===== src/rtl/histeq_pkg.sv =====
// Shared constants and the frame-reader state encoding for the histogram-equalization pipeline.
package histeq_pkg;

    localparam int unsigned IMAGE_SIZE_DEFAULT = 640 * 480;
    localparam int unsigned PIXEL_W_DEFAULT    = 8;
    localparam int unsigned ADDR_W_DEFAULT     = 19;

    typedef enum logic [1:0] {
        IDLE      = 2'd0,
        READ      = 2'd1,
        DONE_WAIT = 2'd2
    } reader_state_e;

endpackage : histeq_pkg


===== src/rtl/pixel_skid_fifo.sv =====
// Two-entry pixel FIFO between the frame-buffer BRAM and the output stream.
// The head entry is presented on data_o/valid_o; push and pop may coincide.
module pixel_skid_fifo
    import histeq_pkg::*;
#(
    parameter int unsigned WIDTH = PIXEL_W_DEFAULT
) (
    input  logic             clk_i,
    input  logic             reset_n_i,
    input  logic             push_i,
    input  logic [WIDTH-1:0] data_i,
    input  logic             pop_i,
    output logic [WIDTH-1:0] data_o,
    output logic             valid_o,
    output logic [1:0]       count_o
);

    logic [WIDTH-1:0] mem_q [2];
    logic             wr_ptr_q, wr_ptr_d;
    logic             rd_ptr_q, rd_ptr_d;
    logic [1:0]       count_q,  count_d;
    logic             push_en,  pop_en;

    // Qualify push/pop against occupancy and compute next pointers and count.
    always_comb begin
        pop_en   = pop_i && (count_q != 2'd0);
        push_en  = push_i && ((count_q != 2'd2) || pop_en);
        wr_ptr_d = wr_ptr_q ^ push_en;
        rd_ptr_d = rd_ptr_q ^ pop_en;
        count_d  = count_q;
        case ({push_en, pop_en})
            2'b10:   count_d = count_q + 2'd1;
            2'b01:   count_d = count_q - 2'd1;
            default: count_d = count_q;
        endcase
    end

    // Pointer and occupancy registers; reset empties the FIFO.
    always_ff @(posedge clk_i) begin
        if (!reset_n_i) begin
            wr_ptr_q <= 1'b0;
            rd_ptr_q <= 1'b0;
            count_q  <= 2'd0;
        end else begin
            wr_ptr_q <= wr_ptr_d;
            rd_ptr_q <= rd_ptr_d;
            count_q  <= count_d;
        end
    end

    // Storage entries; contents are meaningless while the slot is unoccupied.
    always_ff @(posedge clk_i) begin
        if (push_en) begin
            mem_q[wr_ptr_q] <= data_i;
        end
    end

    assign valid_o = (count_q != 2'd0);
    assign data_o  = valid_o ? mem_q[rd_ptr_q] : '0;
    assign count_o = count_q;

endmodule : pixel_skid_fifo


===== src/rtl/image_frame_reader.sv =====
// Frame-buffer reader: streams exactly IMAGE_SIZE pixels in raster order from a
// synchronous BRAM as a valid/ready stream, one frame per rising read request.
module image_frame_reader
    import histeq_pkg::*;
#(
    parameter int unsigned IMAGE_SIZE = IMAGE_SIZE_DEFAULT,
    parameter int unsigned PIXEL_W    = PIXEL_W_DEFAULT,
    parameter int unsigned ADDR_W     = ADDR_W_DEFAULT
) (
    input  logic               i_clk,
    input  logic               i_reset_n,
    input  logic               i_rd_image,
    output logic               o_mem_en,
    output logic [ADDR_W-1:0]  o_mem_addr,
    input  logic [PIXEL_W-1:0] i_mem_data,
    output logic [PIXEL_W-1:0] o_pixel_data,
    output logic               o_pixel_valid,
    input  logic               i_pixel_ready,
    output logic               o_last,
    output logic               o_frame_done,
    output logic               o_busy
);

    localparam int unsigned      CNT_W  = ADDR_W + 1;
    localparam logic [CNT_W-1:0] SIZE_C = CNT_W'(IMAGE_SIZE);
    localparam logic [CNT_W-1:0] LAST_C = CNT_W'(IMAGE_SIZE - 1);

    reader_state_e    state_q,      state_d;
    logic [CNT_W-1:0] issued_q,     issued_d;
    logic [CNT_W-1:0] delivered_q,  delivered_d;
    logic             inflight_q,   inflight_d;
    logic             frame_done_q, frame_done_d;

    logic [1:0]       fifo_count;
    logic             fifo_valid;
    logic [PIXEL_W-1:0] fifo_data;
    logic             pop;
    logic             issue;
    logic [2:0]       occ_after_pop;

    pixel_skid_fifo #(
        .WIDTH (PIXEL_W)
    ) u_fifo (
        .clk_i     (i_clk),
        .reset_n_i (i_reset_n),
        .push_i    (inflight_q),
        .data_i    (i_mem_data),
        .pop_i     (pop),
        .data_o    (fifo_data),
        .valid_o   (fifo_valid),
        .count_o   (fifo_count)
    );

    // Issue gating: a read may only be launched if its data will have a FIFO slot,
    // counting the read already in flight and crediting a pop this cycle.
    always_comb begin
        pop           = fifo_valid && i_pixel_ready;
        occ_after_pop = 3'(fifo_count) + 3'(inflight_q) - 3'(pop);
        issue         = (state_q == READ) && i_rd_image &&
                        (issued_q < SIZE_C) && (occ_after_pop < 3'd2);
    end

    // Next-state logic for the FSM, address/delivery counters and done pulse.
    always_comb begin
        state_d      = state_q;
        issued_d     = issued_q;
        delivered_d  = delivered_q;
        inflight_d   = issue;
        frame_done_d = 1'b0;
        case (state_q)
            IDLE: begin
                if (i_rd_image) begin
                    state_d     = READ;
                    issued_d    = '0;
                    delivered_d = '0;
                end
            end
            READ: begin
                if (issue) begin
                    issued_d = issued_q + 1'b1;
                end
                if (pop) begin
                    delivered_d = delivered_q + 1'b1;
                end
                if (delivered_d == SIZE_C) begin
                    state_d      = DONE_WAIT;
                    frame_done_d = 1'b1;
                end
            end
            DONE_WAIT: begin
                if (!i_rd_image) begin
                    state_d = IDLE;
                end
            end
            default: state_d = IDLE;
        endcase
    end

    // State and counter registers; reset abandons any partial frame.
    always_ff @(posedge i_clk) begin
        if (!i_reset_n) begin
            state_q      <= IDLE;
            issued_q     <= '0;
            delivered_q  <= '0;
            inflight_q   <= 1'b0;
            frame_done_q <= 1'b0;
        end else begin
            state_q      <= state_d;
            issued_q     <= issued_d;
            delivered_q  <= delivered_d;
            inflight_q   <= inflight_d;
            frame_done_q <= frame_done_d;
        end
    end

    assign o_mem_en      = issue;
    assign o_mem_addr    = issue ? issued_q[ADDR_W-1:0] : '0;
    assign o_pixel_data  = fifo_data;
    assign o_pixel_valid = fifo_valid;
    assign o_last        = fifo_valid && (state_q == READ) && (delivered_q == LAST_C);
    assign o_frame_done  = frame_done_q;
    assign o_busy        = (state_q != IDLE);

endmodule : image_frame_reader


===== config.mk =====
export PLATFORM = sky130hd
export DESIGN_NAME = image_frame_reader
export DESIGN_NICKNAME = d
export VERILOG_FILES = /design/src/rtl/histeq_pkg.sv /design/src/rtl/pixel_skid_fifo.sv /design/src/rtl/image_frame_reader.sv
export SDC_FILE = /design/constraint.sdc
export NUM_CORES = 1
export LEC_CHECK = 0
export BUFFER_PORTS_ARGS = -buffer_cell sky130_fd_sc_hd__buf_2
export CORE_MARGIN = 2
export CORE_UTILIZATION = 35
export DETAILED_ROUTE_END_ITERATION = 16
export PLACE_DENSITY = 0.58
export SETUP_SLACK_MARGIN = 0.2
export SLEW_MARGIN = 20
export SYNTH_ARGS = -nofsm -noshare
export SYNTH_HDL_FRONTEND = slang
export SYNTH_HIERARCHICAL = 1
export SYNTH_SLANG_ARGS = --single-unit

===== constraint.sdc =====
create_clock -name i_clk -period 4.15 [get_ports i_clk]
set_clock_uncertainty 0.2 [all_clocks]
set_input_delay 0.6225 -clock i_clk [delete_from_list [all_inputs] [get_ports i_clk]]
set_output_delay 0.6225 -clock i_clk [all_outputs]
set_load 0.1 [all_outputs]

==> impl_results.md <==
* Worst Setup End Kind: output port
* Layout cells sized above 1 at 0.2516
* Leading area contributor after synthesis: dfxtp_1
* VDD IR max at 186.6 µV
* WP data required at 3.33 ns
* Worst-path clk slew at 0.08 ns
* Worst Tran Pin Value at 0.6945 ns
* EDFF count, synth at 16
* # IOs at between 40 and 50
* Top cells by area, synth: dfxtp_1, edfxtp_1, and2_1
* Die Y at 105.5 µm
* Total power at 0.001460 W
* Average vias per placed instance at roughly 5.4
* Most frequent cell after synthesis: dfxtp_1
* Synthesized netlist cell count at 410
* Antenna violations before repair at 0
* Final Max Tran Viols at 0
* Status: completed
* Async SR Flop Fraction at 0
* LEAKAGE at about 1.7 nW
* Largest net degree at the start of global routing at 33
* CP Cell Sequence: nor2_4 > clkinvlp_4 > and2_4 > ha_4 > nor2b_2 > fa_2 > xnor2_1 > or4_4 > a211o_4 > buf_6 > nor2_4 > buf_12
* Max stage delay cell, worst path: or4_4
* Final Non-Filler Cells at about 600
* Dpl hpwl at 5.710 mm
* Crit-path most repeated cell: nor2_4
* Hold Fails Final Rpt at 0
* Power density over cell area at 310.8 nW/µm²
* DR WL/cell at 14.25 µm
* Clock root cell: clkbuf_8
* Inserted Clock Buffers at 9
* Routed Antenna Nets at 0
* Post-Route WL at 8.505 mm
* Post-synthesis sequential area ratio at 0.4050
* Final Net Count at 474
* Synth warn at 6
* First drt pass iteration count at 4
* Maxcap violations at 0
* Clk sinks at 65
* Rel. slew slack at 0.5360
* Via count at 3,225
* Drt drc at 0
* Fin crit share at 0.9456
* Diode count at 0
* Die area at 11,140 µm²
* CP peak stage delay at 0.41 ns
* Final setup vio count at 0
* Kind of critical path: reg -> out
* Most used flip-flop cell after synthesis: dfxtp_1
* P&R area growth vs syn at 30.20%
* Worst skew pair latency at 0.34 ns
* Synth Net Count at 428
* First-pass GRT wire length at approximately 14 mm
* Fin util at 0.4613
* Post-synth top area share at 0.2718
* Vias in the first global route at 2,905
* Hold WS at ~0.27 ns
* Synthesized cell area at 3608 µm²
* #FFs+latches synth at 65
* Max frequency at 0.2548 GHz
* WP data arrival at 3.10 ns
* Hold Crit Class: in -> reg
* Die Wd at 105.5 µm
* Grt ovf at 0
* Mean post-synth cell area at between 8 and 9 µm²
* Critical path peak fanout at 6
* Unrepaired setup endpoints after global routing: true
* Distinct cell type count after synthesis at 67
* Core area at 10,180 µm²
* CTS tree: yes
* FP Rows at 37
* Startpoint Class: flip-flop
* GP Congestion at 0.8466
* Max Buffers Root-to-Sink at 2
* Starting density of the core at 0.3543
* H-tree lvl count at 3
* Placed Cells at 569
* Fin area at about 4700 µm²
* Hold bufs inserted after CTS at 0
* Placed cell areas at 4330 µm²
* GRT Resource Usage Total at 0.1560
* Input/output buffers at 43
* DR iter-0 viols at 206
* Min Clock Period, post-route at 3.924 ns
* Commonest cells post-synth: dfxtp_1, nand2_1, nor2_1
logic make-up after synthesis:
| group | after synthesis | share of synthesized area |
|---|---|---|
| AOI/OAI and AO/OA | 100 | 0.1890 |
| DFF | 65 | 0.4050 |
| xor gates and xnor gates | 13 | 0.03155 |
| buffers and inverters | 36 | 0.04126 |
| muxes | 10 | 0.02947 |
| and+or+nand+nor | 180 | 0.2809 |
| adders and majority gates | 6 | 0.02289 |
worst max-delay path, delay by kind of cell, from the launching register on:
kind,cells,cell delay (ns)
AOI/OAI and AO/OA,1,0.38
xor gates and xnor gates,1,0.12
adders and majority gates,2,0.59
buffers and inverters,3,0.45
DFF,1,0.36
and+or+nand+nor,5,0.86
routing by layer:
layer  up-vias  GRT usage  routed length, µm
met5         -          0                  0
met4         0    0.06485                155
met3        13    0.02597                304
met2        61     0.2585               4105
met1      1547     0.2012               3941
li1       1604          -                  -
power by group:
part | internal (W) | switching, W | total [W]
Sequential | 0.000652 | 0.00000444 | 0.000657
Clock | 0.000406 | 0.000272 | 0.000679
Combinational | 0.0000365 | 0.0000883 | 0.000125
Total | 0.00110 | 0.000365 | 0.00146
worst paths after layout:
path                                                startpoint                            to  slack [ns]  depth (start not counted)
worst max-delay path            u_fifo/count_o[0]$_SDFFE_PN0P_                o_mem_addr[11]        0.23                         12
worst min-delay path                             i_mem_data[3]  u_fifo/mem_q[0][3]$_DFFE_PP_        0.27                          1
worst min register to register       issued_q[19]$_SDFFE_PN0P_     issued_q[19]$_SDFFE_PN0P_        0.28                          2
worst max register to register  u_fifo/count_o[0]$_SDFFE_PN0P_     issued_q[14]$_SDFFE_PN0P_        0.49                         15
per-stage QoR:
step / setup TNS (ns) / worst slack [ns]
2_1_floorplan: -5.613 / -0.3373
3_3_place_gp: 0 / 0.2676
3_5_place_dp: 0 / 0.2494
4_1_cts: 0 / 0.2001
5_1_grt: 0 / 0.1166
6_report: 0 / 0.2256
flip-flops by register name, summed over array words and instances, names as in the netlist, named ones only:
| register | cells |
|---|---|
| delivered_q | 20 |
| inflight_q | 1 |
| issued_q | 20 |
| o_frame_done | 1 |
| state_q | 2 |
| u_fifo/count_o | 2 |
| u_fifo/mem_q | 16 |
| u_fifo/rd_ptr_q | 1 |
| u_fifo/wr_ptr_q | 1 |
cells in the final DEF, fill, tap and decap left out, types with 3 or more instances in the layout:
| cell type | count |
|---|---|
| nand3_1 | 13 |
| a31oi_1 | 4 |
| and4_1 | 7 |
| a21oi_1 | 26 |
| o21ai_0 | 18 |
| ha_1 | 4 |
| or3_1 | 13 |
| nor2_1 | 26 |
| inv_6 | 3 |
| nor4_2 | 3 |
| a211oi_1 | 3 |
| bufinv_16 | 3 |
| dfxtp_1 | 47 |
| nor3_1 | 9 |
| nor2_4 | 3 |
| o211a_1 | 7 |
| nor4_1 | 5 |
| and2_1 | 7 |
| a21boi_0 | 3 |
| edfxtp_1 | 16 |
| xor2_1 | 4 |
| nand4_1 | 11 |
| o211ai_1 | 6 |
| o21ai_1 | 7 |
| buf_12 | 20 |
| buf_2 | 23 |
| inv_1 | 9 |
| and3_1 | 9 |
| a211o_1 | 3 |
| buf_4 | 13 |
| clkbuf_8 | 9 |
| nand2_1 | 30 |
| and2_4 | 18 |
| nor2b_1 | 9 |
| xnor2_1 | 9 |
| mux2i_1 | 8 |
what timing repair did:
action                     CTS  global route
resized for setup            5             1
setup endpoints to repair   20            18
pin swaps                    1             1
cloned                       2             0
buffers inserted             8             2
layout make-up:
| cell class | count | area [µm²] |
|---|---|---|
| clock inverter | 7 | 125.1 |
| tap | 136 | 170.2 |
| timing repair buffer | 57 | 624.3 |
| sequential | 65 | 1469 |
| fill | 965 | 5487 |
| inverter | 12 | 61.31 |
| timing repair inverter | 2 | 25.02 |
| multi-input combinational | 309 | 2100 |
| clock buffer | 9 | 123.9 |
Power figures use the tool's default switching activity.
